## src/rtl/full_adder_pkg.sv

```systemverilog
// Shared constants and helpers for the full_adder block.
package full_adder_pkg;

    localparam int unsigned DEFAULT_WIDTH = 1;

    // Two's-complement overflow from the carries into and out of the MSB.
    function automatic logic signed_ovf(input logic c_msb, input logic c_prev);
        return c_msb ^ c_prev;
    endfunction

endpackage

```

## src/rtl/full_adder_bit.sv

```systemverilog
// Single-bit full-adder cell.
module full_adder_bit (
    input  logic a,
    input  logic b,
    input  logic cin,
    output logic sum,
    output logic cout
);
    assign sum  = a ^ b ^ cin;
    assign cout = (a & b) | (a & cin) | (b & cin);
endmodule

```

## src/rtl/full_adder.sv

```systemverilog
// Ripple-carry adder with an immediate result and a one-cycle registered copy.
module full_adder
    import full_adder_pkg::*;
#(
    parameter int unsigned WIDTH = DEFAULT_WIDTH
) (
    output logic [WIDTH-1:0] sum,
    output logic             cout,
    input  logic [WIDTH-1:0] a,
    input  logic [WIDTH-1:0] b,
    input  logic             cin,
    input  logic             clk,
    input  logic             rst_n,
    input  logic             in_valid,
    output logic [WIDTH-1:0] sum_q,
    output logic             cout_q,
    output logic             ovf_q,
    output logic             out_valid
);
    logic [WIDTH:0]   carry;
    logic             ovf_c;
    logic [WIDTH-1:0] sum_d;
    logic             cout_d;
    logic             ovf_d;
    logic             out_valid_d;
    logic             out_valid_q;

    assign carry[0] = cin;

    for (genvar i = 0; i < int'(WIDTH); i++) begin : g_bit
        full_adder_bit u_bit (
            .a    (a[i]),
            .b    (b[i]),
            .cin  (carry[i]),
            .sum  (sum[i]),
            .cout (carry[i+1])
        );
    end

    assign cout  = carry[WIDTH];
    assign ovf_c = signed_ovf(carry[WIDTH], carry[WIDTH-1]);

    // Capture on in_valid; otherwise hold the result and drop out_valid.
    always_comb begin
        sum_d       = sum_q;
        cout_d      = cout_q;
        ovf_d       = ovf_q;
        out_valid_d = 1'b0;
        if (in_valid) begin
            sum_d       = sum;
            cout_d      = cout;
            ovf_d       = ovf_c;
            out_valid_d = 1'b1;
        end
    end

    always_ff @(posedge clk or negedge rst_n) begin
        if (!rst_n) begin
            sum_q       <= '0;
            cout_q      <= 1'b0;
            ovf_q       <= 1'b0;
            out_valid_q <= 1'b0;
        end else begin
            sum_q       <= sum_d;
            cout_q      <= cout_d;
            ovf_q       <= ovf_d;
            out_valid_q <= out_valid_d;
        end
    end

    assign out_valid = out_valid_q;
endmodule

```

## config.mk

```make
export PLATFORM = sky130hd
export DESIGN_NAME = full_adder
export DESIGN_NICKNAME = d
export VERILOG_FILES = /design/src/rtl/full_adder_pkg.sv /design/src/rtl/full_adder_bit.sv /design/src/rtl/full_adder.sv
export SDC_FILE = /design/constraint.sdc
export NUM_CORES = 1
export LEC_CHECK = 0
export CAP_MARGIN = 15
export CORE_AREA = 2 2 39 41
export DETAILED_ROUTE_END_ITERATION = 7
export DIE_AREA = 0 0 41 43
export HOLD_SLACK_MARGIN = 0.03
export PLACE_DENSITY = 0.36
export SYNTH_ARGS = -nofsm -noshare
export SYNTH_HDL_FRONTEND = slang
export SYNTH_SLANG_ARGS = --single-unit
```

## constraint.sdc

```tcl
create_clock -name clk -period 1.9 [get_ports clk]
set_input_delay 0.285 -clock clk [delete_from_list [all_inputs] [get_ports clk]]
set_output_delay 0.285 -clock clk [all_outputs]
set_load 0.005 [all_outputs]
```

==> results.md, run 1 <==
* Multi-input gate area at around 63 um^2
* Cell taking the most area after synthesis: dfrtp_1
* Mapped cell area at between 150 and 200 um^2
* Final Worst Setup Slack at approximately 45 ps
* MaxCap Viol Count at 0
* Die width at 41 um
* H-tree depth at 1
* # DRC at 0
* Critical Path RT at between 1500 and 2000 ps
* RePlAce Congestion at between 0.5 and 0.6
* FF+latch area at between 100 and 150 um^2
* R2R setup slack at approximately 1200 ps
* Initial Util at 0.116
* Drt via density at around 3.5
* Max Buffers Root-to-Sink at 2
* Routed wire length per instance at 8.64 um
* Status: completed
* Yosys cell types at 6
* Post-CTS sizing at 2
* Vias in the first global route at about 150
* IO buf count at 11
* Synth-to-Final Area Change at 105%
* Core ar. at about 1400 um^2
* Num ports at 12
* Yosys warning count at 0
* Max-slew violation count at 0
* Worst Setup End Kind: output pin
* Grt met3 use at 0.0942
* Postcts setup bufs at 0
* Final worst-path cycle share at 0.976
* R2R cell count at 1
* Final Net Count at 35
* Max_slew headroom at 0.872
* Worst skew pair latency at roughly 230 ps
* Seq/Total Area, Yosys at 0.625
* Clock Pin Slew Worst Setup and Hold Paths at approximately 40 ps
* Reg-to-Reg Start: cout_q$_DFFE_PN0P_
* Initial antenna violation count at 0
* WL final at around 360 um
* ANT cells at 0
* Fmax at 539 MHz
* Mapped Cells at 10
* Die ar. at ~1800 um^2
* Crit path arrival time at ~1600 ps
* Place WS at -171 ps
* Syn_nets at 17
* First DRT Iteration DRCs at 1
* Hold Buf Count CTS at 0
* Layout cells sized above 1 at 0.308
* Startpoint types: primary input
* Sink Count at 4
* Pleak at 0.134 nW
* Unrepaired setup endpoints after global routing: no
* Largest net degree at the start of global routing at 6
* Setup CP Type: primary input to output pin
* TritonCTS Buffers at 3
* CTS tree: yes
* Area share of the largest cell type after synthesis at 0.625
* VDD IR max at ~320 uV
* Synth top area cells: dfrtp_1, mux2_2, fa_1
* Met1 Use GR at 0.0684
* FP Rows at 14
* Vias at about 150
* DRT antenna net count at 0
* Final Hold Fails at 0
* Avg Synthesized Cell Area at 16.0 um^2
* Fill cells at approximately 150
* Global-route wire length before repair at about 630 um
* Clock period minus worst slack at about 1900 ps
* Die H at 43 um
* Worst-Margin Slew at around 190 ps
* Hold_ws at ~250 ps
* PD cells at 832 nW/um^2
* Largest fanout on the critical path at 2
* Final setup fails at 0
* Total grt overflow at 0
* Gr usage total at 0.0645
* Post-route clock skew at 0 ps
* Root buffer cell: clkbuf_4
* FF+latch count, synth at 4
* GRT Max-Usage Layer: met3
* DRT Pass-1 Iters at 2
* Hold WC Path Type: primary input to async pin
* M2 GR Usage at 0.0594
* Worst r2r dst: cout_q$_DFFE_PN0P_
placed cells by master (no fill, tap or decap):
| cell | synthesis | layout |
|---|---|---|
| clkbuf_4 | 0 | 3 |
| nor2_1 | 1 | 1 |
| xnor2_1 | 1 | 1 |
| a21oi_1 | 1 | 1 |
| dfrtp_1 | 4 | 4 |
| dlygate4sd2_1 | 0 | 1 |
| buf_4 | 0 | 2 |
| fa_2 | 0 | 1 |
| mux2_2 | 2 | 2 |
| clkdlybuf4s50_1 | 0 | 10 |
registers in the layout, summed over array words and instances (netlist names):
name and flops:
cout_q 1, out_valid 1, ovf_q 1, sum_q 1
stage by stage:
step                      total power [mW]   util  area (um^2)  instances  setup TNS, ps
after global placement               0.172  0.221          305         39           -160
final                                0.274  0.238          329         42              0
after detailed placement             0.172  0.221          305         39           -193
after floorplan                      0.121      -          160         10              0
after CTS                            0.283  0.238          329         42              0
after global routing                 0.297  0.238          329         42              0
synth_stat cells, drive strengths merged:
cell,instances
a21oi,1
dfrtp,4
fa,1
mux2,2
nor2,1
xnor2,1
cell type report:
cell class                 instances  share of cell area
clock buffer                       3              0.0684
multi-input combinational          6               0.190
sequential                         4               0.304
tap                               16              0.0608
timing repair buffer              13               0.376
critical path, stage by stage:
cell	delay (ps)
clkdlybuf4s50_1	440
fa_2	400
clkdlybuf4s50_1	450
power breakdown:
part | switching, mW | internal (mW)
Clock | 0.0351 | 0.0707
Combinational | 0.0191 | 0.0469
Sequential | 0.00535 | 0.0966
Total | 0.0596 | 0.214
layer usage:
metal  vias to the layer above  share of wire
li1                         67              -
met1                        66           0.43
met2                        12           0.38
met3                         0           0.19
met4                         0              0
met5                         -              0
how the worst max path moves through the flow:
stage	startpoint	end	slack, ps	cells after the start
floorplan	a	sum_q$_DFFE_PN0P_	730	2
global placement	a	sum	-150	3
detailed placement	a	sum	-170	3
CTS	a	cout	30	3
global route	a	cout	3	3
finish	a	cout	50	3
cell families (layout without fill, tap and decap cells):
group	Yosys count	count (layout)	synth area share
AND/OR/NAND/NOR	1	1	0.0234
AO/OA/AOI/OAI	1	1	0.0312
flip-flops	4	4	0.625
XOR/XNOR	1	1	0.0547
buffers and inverters	0	16	0
adder cells (fa/ha/maj)	1	1	0.125
multiplexers	2	2	0.141
No activity file was read; power rests on OpenSTA's default activity.
==> run 2: changes to the inputs <==
--- a/config.mk
+++ b/config.mk
@@ -7,6 +7,7 @@
 export LEC_CHECK = 0
 export CAP_MARGIN = 15
 export CORE_AREA = 2 2 39 41
+export CTS_CLUSTER_DIAMETER = 150
 export DETAILED_ROUTE_END_ITERATION = 7
 export DIE_AREA = 0 0 41 43
 export HOLD_SLACK_MARGIN = 0.03
==> results of run 2 <==
The final DEF is identical to that of run 1; final timing and power are the same.
==> run 3: changes to the inputs <==
--- a/config.mk
+++ b/config.mk
@@ -12,6 +12,7 @@
 export DIE_AREA = 0 0 41 43
 export HOLD_SLACK_MARGIN = 0.03
 export PLACE_DENSITY = 0.36
+export SETUP_SLACK_MARGIN = 0.3
 export SYNTH_ARGS = -nofsm -noshare
 export SYNTH_HDL_FRONTEND = slang
 export SYNTH_SLANG_ARGS = --single-unit
==> run 3 against run 2 <==
Against the previous run: flip-flop and latch count stayed put; critical path depth stayed put; die area stayed put; sequential power hardly changed; highest routed layer unchanged.
==> results.md, run 3 (synthesized netlist as in run 1, its figures left out) <==
* RePlAce Congestion at about 0.57
* Max-slew violation count at 0
* Power consumption at around 270 uW
* Fill cells at between 100 and 150
* Setup CP Type: primary input to output pin
* Critical Path RT at 1620 ps
* Hold Buf Count CTS at 0
* Hold_ws at about 250 ps
* Gr usage total at 0.0655
* Unrepaired setup endpoints after global routing: no
* Routed wire length per instance at about 8.7 um
* Startpoint types: primary input
* Worst Setup End Kind: output pin
* Vias in the first global route at 147
* Worst r2r dst: cout_q$_DFFE_PN0P_
* Final setup fails at 0
* Global-route wire length before repair at about 640 um
* First DRT Iteration DRCs at 1
* Die ar. at roughly 1800 um^2
* Crit path arrival time at ~1200 ps
* Hold WC Path Type: primary input to async pin
* Commonest non-fill, non-tap cell in the layout: clkdlybuf4s50_1
* Root buffer cell: clkbuf_4
* Layout cells sized above 1 at 0.346
* Status: completed
* Core ar. at about 1400 um^2
* Multi-input gate area at 62.6 um^2
* FF+latch area at 100 um^2
* WL final at 365 um
* Largest net degree at the start of global routing at 6
* # DRC at 0
* Initial antenna violation count at 0
* Worst-Margin Slew at 192 ps
* Reg-to-Reg Start: cout_q$_DFFE_PN0P_
* Sink Count at 4
* MaxCap Viol Count at 0
* ANT cells at 0
* Worst setup path startpoint: b
* DRT antenna net count at 0
* Post-route clock skew at 0 ps
* Drt via density at ~3.4
* FP Rows at 14
* Final Hold Fails at 0
* R2R setup slack at approximately 1200 ps
* Fmax at around 670 MHz
* DRT Pass-1 Iters at 2
* IO buf count at 11
* Vias at around 140
* Pleak at between 0.1 and 0.15 nW
* Synth-to-Final Area Change at 100%
* Max Buffers Root-to-Sink at 2
* VDD IR max at roughly 320 uV
* Max_slew headroom at 0.872
* Clock period minus worst slack at roughly 1500 ps
* Die H at between 40 and 50 um
* PD cells at between 800 and 900 nW/um^2
* Setup TNS at 0 ps
* R2R cell count at 1
* Most frequent cells in the layout: clkdlybuf4s50_1, dfrtp_1, dlygate4sd2_1, clkbuf_4
* Postcts setup bufs at 0
* Final Net Count at 35
* Final worst-path cycle share at 0.786
* Initial Util at 0.116
* TritonCTS Buffers at 3
* CP endpoint: sum
* Worst skew pair latency at between 200 and 250 ps
* Die width at slightly above 40 um
* Largest fanout on the critical path at 2
* Total grt overflow at 0
* Post-Route Utilization at 0.231
* Num ports at 12
* H-tree depth at 1
* CTS tree: yes
* Clock Pin Slew Worst Setup and Hold Paths at 40 ps
[run 3: changes by cell type in the layout (fill, tap and decap cells not counted), sizes merged]
cell | before | now
clkdlybuf4s50 | 10 | 6
buf | 2 | 3
dlygate4sd2 | 1 | 4
[run 3: metrics by stage]
stage | setup slack, ps | cell area (um^2) | cells
after global routing | 385 | 320 | 42
after detailed placement | -171 | 305 | 39
final | 407 | 320 | 42
after CTS | 303 | 327 | 42
after global placement | -155 | 305 | 39
after floorplan | 731 | 160 | 10
[run 3: metal layers]
metal,vias up,part of all wire,track usage
met2,12,0.39,0.0625
met3,0,0.19,0.0942
li1,66,-,-
met4,0,0,0.0400
met5,-,0,0
met1,66,0.42,0.0684
[run 3: layout make-up]
cell class                 instances  area share
sequential                         4       0.313
tap                               16      0.0625
clock buffer                       3      0.0703
multi-input combinational          6       0.195
timing repair buffer              13       0.359
[run 3: power by group]
part / switching, mW / leakage [nW] / internal, mW
logic: 0.0190 / 0.0779 / 0.0425
clock network: 0.0347 / 0.0138 / 0.0707
registers: 0.00520 / 0.0462 / 0.0966
[run 3: critical path: stages]
cell and delay, ps:
dlygate4sd2_1 250, fa_2 560, buf_2 110
[run 3: worst min path at each step]
stage | from | to | slack (ps) | depth (start not counted)
6_report | rst_n | out_valid$_DFF_PN0_ | 250 | 1
5_1_grt | rst_n | out_valid$_DFF_PN0_ | 260 | 1
4_1_cts | rst_n | sum_q$_DFFE_PN0P_ | 250 | 1
3_5_place_dp | rst_n | out_valid$_DFF_PN0_ | 500 | 1
3_3_place_gp | sum_q$_DFFE_PN0P_ | sum_q$_DFFE_PN0P_ | 500 | 1
2_1_floorplan | rst_n | cout_q$_DFFE_PN0P_ | -10 | 0
[run 3: what timing repair did]
item | in CTS | in global routing
setup endpoints to repair | 2 | 1
resized for setup | 8 | 1
pin swaps | 1 | 1
